--- src/rtl/cfs_apb_master_arbiter.sv ---
`default_nettype none
// ============================================================================
// Module      : cfs_apb_master_arbiter
// Description : Round-robin APB master shared by NUM_REQ requesters, with an
//               access-phase watchdog.
// Revision    : 1.0 - initial release
// ============================================================================
module cfs_apb_master_arbiter #(
    parameter int NUM_REQ        = 4,
    parameter int ADDR_WIDTH     = 16,
    parameter int DATA_WIDTH     = 32,
    parameter int TIMEOUT_CYCLES = 16
) (
    input  logic                          pclk,
    input  logic                          preset_n,
    input  logic [NUM_REQ-1:0]            req,
    input  logic [NUM_REQ*ADDR_WIDTH-1:0] req_addr,
    input  logic [NUM_REQ-1:0]            req_write,
    input  logic [NUM_REQ*DATA_WIDTH-1:0] req_wdata,
    output logic [NUM_REQ-1:0]            done,
    output logic [DATA_WIDTH-1:0]         rsp_rdata,
    output logic                          rsp_err,
    output logic                          rsp_timeout,
    output logic                          psel,
    output logic                          penable,
    output logic                          pwrite,
    output logic [ADDR_WIDTH-1:0]         paddr,
    output logic [DATA_WIDTH-1:0]         pwdata,
    input  logic [DATA_WIDTH-1:0]         prdata,
    input  logic                          pready,
    input  logic                          pslverr
);

    localparam int c_idx_w = $clog2(NUM_REQ);
    localparam int c_cnt_w = (TIMEOUT_CYCLES < 2) ? 1 : $clog2(TIMEOUT_CYCLES + 1);
    localparam logic [c_idx_w:0]   c_num_req  = (c_idx_w + 1)'(NUM_REQ);
    localparam logic [c_idx_w-1:0] c_last_idx = c_idx_w'(NUM_REQ - 1);
    localparam logic [c_cnt_w-1:0] c_cnt_last = c_cnt_w'(TIMEOUT_CYCLES - 1);

    typedef enum logic [1:0] {
        S_IDLE   = 2'd0,
        S_SETUP  = 2'd1,
        S_ACCESS = 2'd2,
        S_DONE   = 2'd3
    } state_t;

    state_t                r_state;
    state_t                w_state_nxt;
    logic [c_idx_w-1:0]    r_gnt_idx;
    logic [c_idx_w-1:0]    r_rr_ptr;
    logic [c_idx_w-1:0]    w_sel_idx;
    logic                  w_sel_valid;
    logic [c_idx_w:0]      w_cand;
    logic [c_cnt_w-1:0]    r_wd_cnt;
    logic                  w_timeout_hit;
    logic [ADDR_WIDTH-1:0] r_paddr;
    logic [DATA_WIDTH-1:0] r_pwdata;
    logic                  r_pwrite;
    logic [DATA_WIDTH-1:0] r_rdata;
    logic                  r_err;
    logic                  r_timeout;

    logic [ADDR_WIDTH-1:0] w_slice_addr  [NUM_REQ];
    logic [DATA_WIDTH-1:0] w_slice_wdata [NUM_REQ];

    for (genvar gi = 0; gi < NUM_REQ; gi++) begin : g_slice
        assign w_slice_addr[gi]  = req_addr[gi*ADDR_WIDTH +: ADDR_WIDTH];
        assign w_slice_wdata[gi] = req_wdata[gi*DATA_WIDTH +: DATA_WIDTH];
    end

    // First asserted request at or above rr_ptr, wrapping back to index 0.
    always_comb begin
        w_sel_valid = 1'b0;
        w_sel_idx   = r_rr_ptr;
        w_cand      = '0;
        for (int k = 0; k < NUM_REQ; k++) begin
            w_cand = {1'b0, r_rr_ptr} + (c_idx_w + 1)'(k);
            if (w_cand >= c_num_req) begin
                w_cand = w_cand - c_num_req;
            end
            if (!w_sel_valid && req[w_cand[c_idx_w-1:0]]) begin
                w_sel_valid = 1'b1;
                w_sel_idx   = w_cand[c_idx_w-1:0];
            end
        end
    end

    assign w_timeout_hit = (TIMEOUT_CYCLES != 0) && (r_wd_cnt == c_cnt_last);

    always_ff @(posedge pclk or negedge preset_n) begin
        if (!preset_n) begin
            r_state <= S_IDLE;
        end else begin
            r_state <= w_state_nxt;
        end
    end

    always_comb begin
        w_state_nxt = r_state;
        case (r_state)
            S_IDLE:   if (w_sel_valid) w_state_nxt = S_SETUP;
            S_SETUP:  w_state_nxt = S_ACCESS;
            S_ACCESS: if (pready || w_timeout_hit) w_state_nxt = S_DONE;
            S_DONE:   w_state_nxt = S_IDLE;
            default:  w_state_nxt = S_IDLE;
        endcase
    end

    always_ff @(posedge pclk or negedge preset_n) begin
        if (!preset_n) begin
            r_gnt_idx <= '0;
            r_rr_ptr  <= '0;
            r_wd_cnt  <= '0;
            r_paddr   <= '0;
            r_pwdata  <= '0;
            r_pwrite  <= 1'b0;
            r_rdata   <= '0;
            r_err     <= 1'b0;
            r_timeout <= 1'b0;
        end else begin
            case (r_state)
                S_IDLE: begin
                    if (w_sel_valid) begin
                        r_gnt_idx <= w_sel_idx;
                        r_paddr   <= w_slice_addr[w_sel_idx];
                        r_pwdata  <= w_slice_wdata[w_sel_idx];
                        r_pwrite  <= req_write[w_sel_idx];
                    end
                end
                S_ACCESS: begin
                    // A ready slave on the limit edge still completes normally.
                    if (pready) begin
                        r_rdata   <= r_pwrite ? '0 : prdata;
                        r_err     <= pslverr;
                        r_timeout <= 1'b0;
                    end else if (w_timeout_hit) begin
                        r_rdata   <= '0;
                        r_err     <= 1'b1;
                        r_timeout <= 1'b1;
                    end else if (TIMEOUT_CYCLES != 0) begin
                        r_wd_cnt <= r_wd_cnt + 1'b1;
                    end
                end
                S_DONE: begin
                    r_rr_ptr <= (r_gnt_idx == c_last_idx) ? '0 : r_gnt_idx + 1'b1;
                    r_wd_cnt <= '0;
                end
                default: begin
                end
            endcase
        end
    end

    always_comb begin
        done = '0;
        if (r_state == S_DONE) begin
            done[r_gnt_idx] = 1'b1;
        end
    end

    assign psel        = (r_state == S_SETUP) || (r_state == S_ACCESS);
    assign penable     = (r_state == S_ACCESS);
    assign paddr       = r_paddr;
    assign pwdata      = r_pwdata;
    assign pwrite      = r_pwrite;
    assign rsp_rdata   = (r_state == S_DONE) ? r_rdata : '0;
    assign rsp_err     = (r_state == S_DONE) && r_err;
    assign rsp_timeout = (r_state == S_DONE) && r_timeout;

endmodule
`default_nettype wire

--- config.mk ---
export PLATFORM = sky130hd
export DESIGN_NAME = cfs_apb_master_arbiter
export DESIGN_NICKNAME = d
export VERILOG_FILES = /design/src/rtl/cfs_apb_master_arbiter.sv
export SDC_FILE = /design/constraint.sdc
export NUM_CORES = 1
export LEC_CHECK = 0
export ABC_CLOCK_PERIOD_IN_PS = 2550
export CORE_MARGIN = 4
export CORE_UTILIZATION = 39
export DETAILED_ROUTE_END_ITERATION = 8
export GPL_TIMING_DRIVEN = 0
export MAX_ROUTING_LAYER = met4
export PLACE_DENSITY = 0.85
export SETUP_SLACK_MARGIN = 0.02
export SYNTH_ARGS = -nofsm -noshare
export SYNTH_HDL_FRONTEND = slang
export SYNTH_SLANG_ARGS = --single-unit
--- constraint.sdc ---
create_clock -name pclk -period 2.55 [get_ports pclk]
set_clock_uncertainty 0.15 [all_clocks]
set_input_delay 0.255 -clock pclk [delete_from_list [all_inputs] [get_ports pclk]]
set_output_delay 0.255 -clock pclk [all_outputs]
set_load 0.005 [all_outputs]
==> results.txt <==
Gpl congestion: 0.841
Setup crit start kind: flop
Post-synth EDFFs: 0
Status: finished clean
First-pass GRT wire length: 32,200 µm
# DRC: 0
Mapped Cells: 547
Max transition margin: 57.6%
Clock Latency Late Sink: 0.34 ns
Synthesized area per cell: 10.2 µm²
Main combinational cell family by area after synthesis: compound AO/OA/AOI/OAI gates
RSZ-0062 raised after global routing: no
DRT iter0 DRCs: 333
Area Overhead vs Synth: 69.0%
Crit path required time: 2.14 ns
Asr flop ratio synth: 100%
Yosys reg bits: 94
Die X: 128 µm
Peak VDD IR: 0.000379 V
Initial core utilization: 40.1%
PnR worst setup slack: 0.145 ns
CTS Buf Count: 9
Port bufs: 323
Proportion of synthesized area in mux cells: 8.95%
Worst Setup SP: r_state[0]$_DFFE_PN0P_
Area leader, netlist: dfrtp_1
Leakage power: 3.77 nW
Core area: 0.0140 mm²
Total track usage: 26.0%
Critical path peak fanout: 10
Synth Area in Adders: 2.23%
Post-synth top cells: dfrtp_1 (94), a211oi_1 (82), nor2_1 (55)
Worst setup path class: flop to primary output
Antenna diodes: 0
Final period util: 94.3%
Complex-gate fraction of the synthesized area: 23.0%
Crit path depth: 4
CTS tree: built
Dpl cell area: 0.00909 mm²
Syn_nets: 793
Final Max Tran Viols: 0
Synth Flop Type: dfrtp_1
Fillers: 1,132
CTS max path bufs: 2
Max stage delay cell, worst path: clkdlybuf4s50_1
Sequential fraction of the synthesis area: 42.0%
Hold Path Class: input pin to flop
Setup violations, final: 0
Vias: 5,850
Least-Margin Pin Slew: 0.636 ns
Worst r2r src: r_wd_cnt[0]$_DFFE_PN0P_
Initial antenna violation count: 0
Power per Cell Area: 961 mW/mm²
Top-count cell post-synth: dfrtp_1
Vias in the first global route: 5,899
Post-DRT Antenna Nets: 0
Row cnt: 43
Netlist cell types: 39
Share of Yosys cell area claimed by the top area cell type: 42.0%
DP HPWL: 16,800 µm
Reg2Reg Capture Point: r_rdata[16]$_DFFE_PN0P_
Reg clk slew, reported paths: 0.07 ns
Root Buffer: clkbuf_16
Largest net degree at the start of global routing: 49
Synth Area in Simple Gates: 18.2%
Area of the die: 0.0164 mm²
Max Freq: 416 MHz
Layout cells sized above 1: 8.14%
FF-to-FF setup slack: 0.17 ns
Hold Vio Cnt, Final: 0
CP arrival: 2.00 ns
Minimum clock period: 2.40 ns
CP Cell Sequence: ha_2 -> buf_2 -> and2_1 -> clkdlybuf4s50_1
Nets: 1,126
CP endpoint kind: primary output
Inst Count DP: 1,051
Synth Area in XOR/XNOR: 0%
Buffers plus inverters on the worst setup path: 2
MaxCap Viol Count: 0
Clk sinks: 94
Hold slack: 0.185 ns
Critical Path End: rsp_rdata[19]
Yosys warning total: 0
DP Worst Slack: -0.461 ns
Ports: 325
Clock H-tree levels: 3
Vias/cell: 5.50
Avg WL per Cell: 20.4 µm
TritonRoute pass-1 iters: 4
R2R depth: 6
Post-Syn Area: 0.00561 mm²
Final TNS setup: 0 ns
Design area: 0.00948 mm²
Die height: 128 µm
Setup Fix Bufs, Post-CTS: 0
Max stage delay on crit path: 0.50 ns
Ranking of synthesized cells by area: dfrtp_1 (42%), a211oi_1 (11%), mux2i_1 (8.8%)
GRT Residual Overflow: 0
Non-filler instance count after layout: 1,064
Final wirelength: 21,700 µm
CP top delay family: buffers and inverters
cell families (layout without fill, tap and decap cells):
family / Yosys count / after routing
simple gates: 168 / 168
mux: 50 / 50
flops: 94 / 94
buf+inv: 66 / 403
fa+ha+maj: 10 / 10
compound gates: 159 / 159
layer usage:
layer / GRT usage (%) / vias to the layer above / wire [µm]
met5: - / - / 0
met4: 8.36 / 0 / 533
met3: 5.50 / 34 / 1710
met2: 44.3 / 260 / 10900
met1: 30.6 / 2821 / 8540
li1: - / 2735 / -
state kept, by name, summed over array words and instances (netlist names):
signal     cells
pwdata        32
paddr         16
r_gnt_idx      2
r_state        2
pwrite         1
r_timeout      1
r_wd_cnt       5
r_rdata       32
r_err          1
r_rr_ptr       2
report_power, final:
group | leakage, nW | switching (W) | total (W) | internal, W
Combinational | 2.48 | 0.00237 | 0.00489 | 0.00252
Clock | 0.165 | 0.000594 | 0.00158 | 0.000984
Sequential | 1.13 | 0.000426 | 0.00263 | 0.00221
stage by stage:
stage	util, %	power [W]
global route	67.7	0.00968
CTS	67.6	0.00913
global placement	64.8	0.00738
finish	67.7	0.00910
detailed placement	65.0	0.00746
floorplan	-	0.00517
worst reg2reg max path, delay by kind of cell, from the launching register on:
| family | cells | cell delay (ns) |
|---|---|---|
| compound gates | 2 | 0.60 |
| buf+inv | 1 | 0.43 |
| flops | 1 | 0.44 |
| fa+ha+maj | 2 | 0.51 |
| simple gates | 1 | 0.18 |
layout make-up:
class / count / area (µm²) / area share [%]
Tap cell: 180 / 225 / 2.38
Clock inverter: 5 / 106 / 1.12
Buffer: 53 / 288 / 3.04
Clock buffer: 10 / 239 / 2.52
Inverter: 10 / 37.5 / 0.396
Timing Repair Buffer: 325 / 3270 / 34.5
Sequential cell: 94 / 2350 / 24.8
Multi-Input combinational cell: 387 / 2960 / 31.2
worst min path at each step:
| stage | from | end | slack (ns) | cells after the start |
|---|---|---|---|---|
| 6_report | pready | r_timeout$_DFFE_PN0P_ | 0.19 | 2 |
| 5_1_grt | pready | r_timeout$_DFFE_PN0P_ | 0.19 | 2 |
| 4_1_cts | pready | r_timeout$_DFFE_PN0P_ | 0.17 | 2 |
| 3_5_place_dp | preset_n | r_rdata[23]$_DFFE_PN0P_ | 0.16 | 1 |
| 3_3_place_gp | r_err$_DFFE_PN0P_ | r_err$_DFFE_PN0P_ | 0.31 | 2 |
| 2_1_floorplan | preset_n | paddr[0]$_DFFE_PN0P_ | -0.19 | 0 |
what timing repair did:
action | 4_1_cts | 5_1_grt
endpoints found under the setup margin | 106 | 67
hold endpoints to repair | 46 | 0
resized for setup | 10 | 18
hold buffers | 1 | 0
layout by cell type, fill, tap and decap left out, drive strengths merged:
master	n
a21boi	1
and2	38
a21o	1
o2bb2ai	1
clkdlybuf4s50	322
nor2	55
nor4b	49
nand2	8
a22oi	1
clkinvlp	1
and3b	1
nor4	1
inv	11
a2111o	1
or3	1
clkbuf	47
o21ai	11
dfrtp	94
nor3	2
bufinv	3
dlygate4sd3	1
nand4	2
nand2b	4
a211oi	99
a21oi	6
and3	2
or2	1
mux2i	49
ha	10
a21bo	1
nand3	1
a32o	2
o22ai	3
mux2	1
buf	18
nor2b	3
a22o	32
Power figures use the tool's default switching activity.
